`src/rtl/uart_pkg.sv`:
```
// Shared types and constants for the UART receive path.
package uart_pkg;

  typedef enum logic [2:0] {
    ST_IDLE,
    ST_START,
    ST_DATA,
    ST_PAR,
    ST_STOP,
    ST_RECOVER
  } rx_state_t;

  typedef enum logic [1:0] {
    PAR_NONE,
    PAR_EVEN,
    PAR_ODD
  } parity_t;

  // Default number of baud_tick strobes per bit period.
  localparam int UART_OVERSAMPLE = 16;

endpackage

```
`src/rtl/uart_sync2.sv`:
```
// Two-flop synchronizer for an asynchronous level; resets to 1 (idle line).
module uart_sync2 (
  input  logic clk,
  input  logic rst,
  input  logic d,
  output logic q
);

  logic r_meta;
  logic r_q;

  // Two register stages; the first may go metastable, the second settles it.
  always_ff @(posedge clk) begin
    if (rst) begin
      r_meta <= 1'b1;
      r_q    <= 1'b1;
    end else begin
      r_meta <= d;
      r_q    <= r_meta;
    end
  end

  assign q = r_q;

endmodule

```
`src/rtl/uart_rx.sv`:
```
// Oversampling UART receiver with optional parity, a one-word output
// holding register and framing/parity/overrun error pulses.
module uart_rx
  import uart_pkg::*;
#(
  parameter int      DATA_BITS  = 8,
  parameter int      OVERSAMPLE = UART_OVERSAMPLE,
  parameter parity_t PARITY     = PAR_NONE
) (
  input  logic                 clk,
  input  logic                 rst,
  input  logic                 baud_tick,
  input  logic                 rx,
  output logic [DATA_BITS-1:0] data_out,
  output logic                 data_valid,
  input  logic                 data_ready,
  output logic                 framing_err,
  output logic                 parity_err,
  output logic                 overrun_err,
  output logic                 busy
);

  localparam int TW = $clog2(OVERSAMPLE);
  localparam int BW = $clog2(DATA_BITS + 1);

  // Mid-start-bit check point, end-of-bit sample point, last data bit index.
  localparam logic [TW-1:0] TICK_MID = TW'(OVERSAMPLE / 2 - 1);
  localparam logic [TW-1:0] TICK_END = TW'(OVERSAMPLE - 1);
  localparam logic [BW-1:0] BIT_LAST = BW'(DATA_BITS - 1);

  logic                 w_rx_s;
  logic                 w_tick_end;
  logic                 w_par_mis;
  logic                 w_accept;

  rx_state_t            r_state;
  logic [TW-1:0]        r_tick_cnt;
  logic [BW-1:0]        r_bit_cnt;
  logic [DATA_BITS-1:0] r_shift;
  logic                 r_par_mis;
  logic [DATA_BITS-1:0] r_data_out;
  logic                 r_data_valid;
  logic                 r_ferr;
  logic                 r_perr;
  logic                 r_oerr;

  uart_sync2 u_sync (
    .clk (clk),
    .rst (rst),
    .d   (rx),
    .q   (w_rx_s)
  );

  assign w_tick_end = (r_tick_cnt == TICK_END);
  // Data XOR parity bit must be 0 for even parity, 1 for odd parity.
  assign w_par_mis  = ((^r_shift) ^ w_rx_s) != (PARITY == PAR_ODD);
  assign w_accept   = r_data_valid & data_ready;

  // Receive FSM, output holding register and one-cycle error pulses.
  always_ff @(posedge clk) begin
    if (rst) begin
      r_state      <= ST_IDLE;
      r_tick_cnt   <= '0;
      r_bit_cnt    <= '0;
      r_shift      <= '0;
      r_par_mis    <= 1'b0;
      r_data_out   <= '0;
      r_data_valid <= 1'b0;
      r_ferr       <= 1'b0;
      r_perr       <= 1'b0;
      r_oerr       <= 1'b0;
    end else begin
      r_ferr <= 1'b0;
      r_perr <= 1'b0;
      r_oerr <= 1'b0;
      // A later load of a new word in this same cycle overrides this clear.
      if (w_accept) r_data_valid <= 1'b0;
      if (baud_tick) begin
        case (r_state)
          ST_IDLE: begin
            if (!w_rx_s) begin
              r_state    <= ST_START;
              r_tick_cnt <= '0;
            end
          end
          ST_START: begin
            if (r_tick_cnt == TICK_MID) begin
              r_tick_cnt <= '0;
              r_bit_cnt  <= '0;
              r_par_mis  <= 1'b0;
              r_state    <= w_rx_s ? ST_IDLE : ST_DATA;
            end else begin
              r_tick_cnt <= r_tick_cnt + 1'b1;
            end
          end
          ST_DATA: begin
            if (w_tick_end) begin
              r_shift    <= {w_rx_s, r_shift[DATA_BITS-1:1]};
              r_tick_cnt <= '0;
              r_bit_cnt  <= r_bit_cnt + 1'b1;
              if (r_bit_cnt == BIT_LAST)
                r_state <= (PARITY == PAR_NONE) ? ST_STOP : ST_PAR;
            end else begin
              r_tick_cnt <= r_tick_cnt + 1'b1;
            end
          end
          ST_PAR: begin
            if (w_tick_end) begin
              r_par_mis  <= w_par_mis;
              r_tick_cnt <= '0;
              r_state    <= ST_STOP;
            end else begin
              r_tick_cnt <= r_tick_cnt + 1'b1;
            end
          end
          ST_STOP: begin
            if (w_tick_end) begin
              r_tick_cnt <= '0;
              if (!w_rx_s) begin
                r_ferr  <= 1'b1;
                r_state <= ST_RECOVER;
              end else if (r_par_mis) begin
                r_perr  <= 1'b1;
                r_state <= ST_IDLE;
              end else begin
                r_state <= ST_IDLE;
                if (!r_data_valid || data_ready) begin
                  r_data_out   <= r_shift;
                  r_data_valid <= 1'b1;
                end else begin
                  r_oerr <= 1'b1;
                end
              end
            end else begin
              r_tick_cnt <= r_tick_cnt + 1'b1;
            end
          end
          ST_RECOVER: begin
            // Hold here through a line break until the line idles high.
            if (w_rx_s) r_state <= ST_IDLE;
          end
          default: r_state <= ST_IDLE;
        endcase
      end
    end
  end

  assign data_out    = r_data_out;
  assign data_valid  = r_data_valid;
  assign framing_err = r_ferr;
  assign parity_err  = r_perr;
  assign overrun_err = r_oerr;
  assign busy        = (r_state != ST_IDLE);

endmodule
```
`config.mk`:
```
export PLATFORM = sky130hd
export DESIGN_NAME = uart_rx
export DESIGN_NICKNAME = d
export VERILOG_FILES = /design/src/rtl/uart_pkg.sv /design/src/rtl/uart_sync2.sv /design/src/rtl/uart_rx.sv
export SDC_FILE = /design/constraint.sdc
export NUM_CORES = 1
export LEC_CHECK = 0
export ABC_CLOCK_PERIOD_IN_PS = 1900
export CAP_MARGIN = 20
export CORE_ASPECT_RATIO = 0.9
export CORE_MARGIN = 2
export CORE_UTILIZATION = 52
export CTS_BUF_LIST = sky130_fd_sc_hd__clkbuf_4 sky130_fd_sc_hd__clkbuf_8
export CTS_CLUSTER_SIZE = 16
export DETAILED_ROUTE_END_ITERATION = 8
export GPL_TIMING_DRIVEN = 0
export PLACE_DENSITY = 0.81
export SKIP_CTS_REPAIR_TIMING = 1
export SLEW_MARGIN = 30
export SYNTH_ARGS = -nofsm -noshare
export SYNTH_HDL_FRONTEND = slang
export SYNTH_HIERARCHICAL = 1
export SYNTH_SLANG_ARGS = --single-unit
```
`constraint.sdc`:
```
create_clock -name clk -period 1.9 [get_ports clk]
set_input_delay 0.285 -clock clk [delete_from_list [all_inputs] [get_ports clk]]
set_output_delay 0.285 -clock clk [all_outputs]
set_load 0.01 [all_outputs]
```
=== Word-level counts from Yosys, hierarchy flattened ===
Index checks and enable logic that the tools add are counted.
W data, S select, Z words.

* Logic and storage cells: 84
* ROM bits: 0
* Input port bits: 5
* Memories kept: 0
* Register bits after elaboration: 34
* Bits in latches: 0
* RAM bits: 0

* Equality and inequality tests: 15
* Add/sub/neg operators: 2
* Reduce and logical (&&, ||, !) cells: 18
* $lt $le $gt $ge: 0
* Multiplexer cells: 30
* Bitwise logic cells: 7
* Multipliers: 0
* Shift-type cells: 0
* Div/mod/pow operators: 0

{| class="wikitable"
|+ Operators by type and width
! kind !! number
|-
| $mux W3 || 8
|-
| $mux W4 || 5
|-
| $pmux W3 S6 || 1
|-
| $mux W1 || 12
|-
| $ne A2 B2 Y1 const B || 6
|-
| $pmux W4 S3 || 1
|-
| $add A4 B1 Y4 const B || 2
|-
| $eq A4 B3 Y1 const B || 2
|-
| $pmux W4 S2 || 1
|-
| $reduce_and A4 Y1 || 2
|-
| $reduce_and A8 Y1 || 1
|-
| $reduce_xor A8 Y1 || 1
|-
| $eq A3 B2 Y1 const B || 2
|-
| $eq A3 B3 Y1 const B || 2
|-
| $reduce_and A3 Y1 || 2
|-
| $reduce_and A6 Y1 || 1
|-
| $reduce_bool A3 Y1 || 2
|-
| $reduce_or A6 Y1 || 1
|-
| $not A1 Y1 || 5
|-
| $reduce_or A5 Y1 || 1
|-
| $eq A4 B4 Y1 const B || 1
|-
| $reduce_bool A2 Y1 || 2
|-
| $reduce_or A4 Y1 || 1
|-
| $eq A3 B1 Y1 const B || 1
|-
| 9 further kinds || 9
|}

=== Logic depth before layout (Yosys ltp) ===
* Depth after elaboration: 8
* Mapped depth: 7

=== Modules after synthesis ===
Netlist, hierarchy kept.

{| class="wikitable"
|+ Modules (own cells, without submodules)
! module !! seq. area each (µm²) !! instances !! cells an instance !! area each (µm²)
|-
| uart_rx || 640.6 || 1 || 178 || 1,676.6
|-
| uart_sync2 || 40.0 || 1 || 4 || 52.6
|}

=== Worst setup path after synthesis ===
OpenSTA, ideal clock, no wires.

* Kind: reg-to-reg
* Start: reg r_tick_cnt[0]
* End: reg r_state[0]
* Data required time: 1,779 ps
* Period minus slack after synthesis: 1,813 ps
* Setup slack: 87 ps
* Buffers on the path: 1
* Arrival time: 1,692 ps
* Setup time: 121 ps
* Cell stages (with the launch flop): 7
* Cells stage by stage: dfxtp_1 -> ha_1 -> buf_6 -> nand3b_1 -> a211o_1 -> a21boi_0 -> mux2_2

* Word-level cells in the longest chain between the ends: 3
* Elaborated cells on any way between the ends: 7
* Classes of those cells: eq/ne (6); reduce/logical (1)

{| class="wikitable"
|+ RTL lines
! what !! line !! source
|-
| from (decl) || uart_rx.sv:37 || <nowiki>logic [TW-1:0] r_tick_cnt;</nowiki>
|-
| from (signal assigned) || uart_rx.sv:93 || <nowiki>r_tick_cnt <= r_tick_cnt + 1'b1;</nowiki>
|-
| from (signal assigned) || uart_rx.sv:104 || <nowiki>r_tick_cnt <= r_tick_cnt + 1'b1;</nowiki>
|-
| from (signal assigned) || uart_rx.sv:113 || <nowiki>r_tick_cnt <= r_tick_cnt + 1'b1;</nowiki>
|-
| $eq A4 B3 Y1 or $eq A4 B4 Y1 (tied branches) || uart_rx.sv:87, uart_rx.sv:54 ||
|-
| $ne A2 B2 Y1 (no source line) || - ||
|-
| $reduce_and A8 Y1 (no source line) (*) || - ||
|-
| to (signal assigned) || uart_rx.sv:91 || <nowiki>r_state <= w_rx_s ? ST_IDLE : ST_DATA;</nowiki>
|-
| to (signal assigned) || uart_rx.sv:102 || <nowiki>r_state <= (PARITY == PAR_NONE) ? ST_STOP : ST_PAR;</nowiki>
|-
| to (decl) || uart_rx.sv:36 || <nowiki>rx_state_t r_state;</nowiki>
|}

Every way passes the cells marked *; elsewhere a longest branch is shown, timed or not.
A chain may end at the register's enable or synchronous reset.

=== Final worst setup path ===
Same ends and word-level chain as after synthesis.

==> summary.md <==
| Metric | Value |
|---|---|
| Final setup vio count | 0 |
| Number of global-route vias before repair | 1,363 |
| Highest net fanout along the worst path | 9 |
| Starting Density | 0.5552 |
| Synth top area share | 0.3936 |
| Flop and latch count out of synthesis | 34 |
| Unique masters post-synth | 51 |
| Post-layout min period | 1815 ps |
| Nets@finish | 213 |
| Final hold violations | 0 |
| Number of antenna repair diodes | 0 |
| Routed Wire Length | 3751 um |
| Highest clock rate | 551.1 MHz |
| Clk Latency, worst-skew pair | 290 ps |
| DRT Pass-1 Iters | 4 |
| Min-Delay Endpoint | u_sync/q |
| Post-DP HPWL | 2558 um |
| Avg Cell Area, Syn | 9.501 sq um |
| Worst R2R Setup Slack | 90 ps |
| Largest net degree at the start of global routing | 12 |
| EDFF count, synth | 0 |
| Rows | 19 |
| Crit. End Element | flop |
| Ratio of cells with drive above 1 in the final layout | 0.1836 |
| Placer Congestion | 0.8504 |
| Clk_skew | 6.223 ps |
| Pre-CTS WS | -301.2 ps |
| WS Path Type | reg2reg |
| CTS max path bufs | 2 |
| Post-synthesis cell area | 1729 sq um |
| Critical Path Max Stage Delay | 370 ps |
| Die ar. | 3803 sq um |
| Hold path startpoint | u_sync/r_meta |
| Critical path data arrival time | 1990 ps |
| Yosys top cell by area | dfxtp_1 |
| Io pins | 18 |
| Port Buffers | 17 |
| First-pass GRT wire length | 5975 um |
| Ys Warns | 6 |
| Worst slew margin | 0.6546 |
| Period Utilization, post-route | 0.9551 |
| Number of max-slew violations in the final report | 0 |
| Clk slew on worst S/H paths | 70 ps |
| Initial DRC count | 65 |
| Root buffer cell | clkbuf_8 |
| Via count | 1,426 |
| Syn_nets | 189 |
| Worst vdd ir | 0.0005044 V |
| Critical path data required time | 2080 ps |
| Vias/cell | 5.727 |
| Hold WC Path Type | reg2reg |
| Critical path, cell by cell | ha_2, buf_6, nand3b_1, a211o_1, a21boi_2, mux2_2 |
| Most frequent cells after synthesis | 34 x dfxtp_1, 14 x nand2_1, 14 x nor2_1 |
| Worst reg2reg startpoint | r_tick_cnt[0] |
| Power per cell area | 755.2 nW/um^2 |
| CTS Buf Count | 5 |
| Cell leakage power | 0.7534 nW |
| Clock sink count | 34 |
| Detailed-route DRC error count | 0 |
| Post-Syn Instances | 182 |
| P&R area growth vs syn | 22.50% |
| Worst Hold Slack | 408.2 ps |
| Outcome | completed |
| CP max stage cell | a211o_1 |
| Grt ovf | 0 |
| Ranking of synthesized cells by area | dfxtp_1 39%, mux2i_1 5.8%, buf_6 4.6%, a2111oi_4 3.2%, nand2_1 3.0% |
| H-tree Lvls | 2 |
| Post-route ant nets | 0 |
| Sequential fraction of the synthesis area | 0.3936 |
| Worst Max-Slew Pin Slew | 518.1 ps |
| Async SR Flop Fraction | 0 |
| GRT Total Usage | 0.2050 |
| WL per Instance | 15.06 um |
| R2r worst-path depth | 6 |
| Max-cap violations | 0 |
| Synth Flop Type | dfxtp_1 |
| CTS tree | done |
| Initial antenna violation count | 0 |
| Die Span Y | 58.71 um |
| Core ar. | 3114 sq um |
| Die W | 64.79 um |
| Startpoint Class | flop |
| Final setup margin | 85.36 ps |
| Hold depth | 1 |
| Most numerous cell in the Yosys netlist | dfxtp_1 |
| Worst reg2reg path endpoint | r_state[0] |
==> logic make-up (layout without fill, tap and decap cells) <==
group / Yosys count / after routing / share of synthesized area
AND/OR/NAND/NOR: 70 / 70 / 0.2258
multiplexers: 11 / 11 / 0.06440
flip-flops: 34 / 34 / 0.3936
adder cells (fa/ha/maj): 2 / 2 / 0.01447
XOR/XNOR: 10 / 10 / 0.05861
buffers and inverters: 16 / 41 / 0.07670
AO/OA/AOI/OAI: 39 / 39 / 0.1664
==> area by class of cell <==
class | instances | area [sq um]
Buffer | 14 | 125.1
Clock buffer | 6 | 82.58
Clock inverter | 2 | 60.06
Fill cell | 239 | 996.0
Inverter | 2 | 7.507
Multi-Input combinational cell | 132 | 934.6
Sequential cell | 34 | 683.2
Tap cell | 42 | 52.55
Timing Repair Buffer | 17 | 172.7
==> routing by layer <==
metal	track usage	up-vias	share of wire
met3	0.04589	6	0.050
met2	0.3549	39	0.49
met1	0.2458	676	0.45
met4	0.09119	0	0.019
li1	-	705	-
met5	0	-	0
==> worst max-delay path, delay by kind of cell, from the launching register on <==
kind                     cells  cell delay, ps
AND/OR/NAND/NOR              1              90
adder cells (fa/ha/maj)      1             180
multiplexers                 1             350
AO/OA/AOI/OAI                2             610
buffers and inverters        1             130
flip-flops                   1             350
==> layout by cell type (no fill, tap or decap), types with 2 or more instances in the layout <==
cell type,count
nor2_1,13
o21ai_0,10
nand3b_1,3
nor2b_1,3
dfxtp_1,32
nor3_1,6
nand2b_1,2
bufinv_16,2
dfxtp_2,2
a31o_2,2
xnor2_1,6
clkbuf_8,6
or2_1,2
a31oi_1,2
buf_4,2
nand4b_1,2
nand3_1,5
buf_6,7
a2111oi_4,2
or3_1,3
nand2_1,14
inv_1,2
o22ai_1,2
xor2_1,3
mux2i_1,10
nand4_1,3
clkbuf_1,3
a21oi_1,10
and3_1,2
clkdlybuf4s50_1,16
==> worst max-delay path by stage <==
| stage | from | end | slack [ps] | cells past startpoint |
|---|---|---|---|---|
| 6_report | r_tick_cnt[0] | r_state[0] | 90 | 6 |
| 5_1_grt | baud_tick | data_out[3] | -10 | 6 |
| 4_1_cts | r_tick_cnt[0] | r_state[0] | -160 | 6 |
| 3_5_place_dp | baud_tick | r_state[0] | -300 | 4 |
| 3_3_place_gp | baud_tick | r_state[0] | -300 | 4 |
| 2_1_floorplan | r_tick_cnt[0] | r_state[0] | 90 | 6 |
==> power by group <==
part           total [mW]  internal, mW  switching, mW
Combinational      0.0528        0.0238         0.0290
Sequential          0.718         0.715        0.00341
Clock               0.829         0.560          0.269
==> state kept, by name, summed over array words and instances, names as in the netlist <==
signal / flops
r_shift: 8
r_state: 3
r_tick_cnt: 4
overrun_err: 1
r_par_mis: 1
data_valid: 1
data_out: 8
parity_err: 1
r_bit_cnt: 4
u_sync/r_meta: 1
framing_err: 1
u_sync/q: 1
==> per-stage QoR <==
stage | power [mW] | cell area (sq um) | util | cells | TNS [ps]
finish | 1.600 | 2118 | 0.6802 | 249 | 0
global route | 1.640 | 2118 | 0.6802 | 249 | -22.08
CTS | 1.602 | 2095 | 0.6726 | 249 | -254.1
detailed placement | 0.7861 | 1952 | 0.6268 | 241 | -2733
global placement | 0.7847 | 1952 | 0.6268 | 241 | -1822
floorplan | 0.7646 | 1729 | - | 182 | 0
Note: power is estimated with default switching activity, not from simulation.
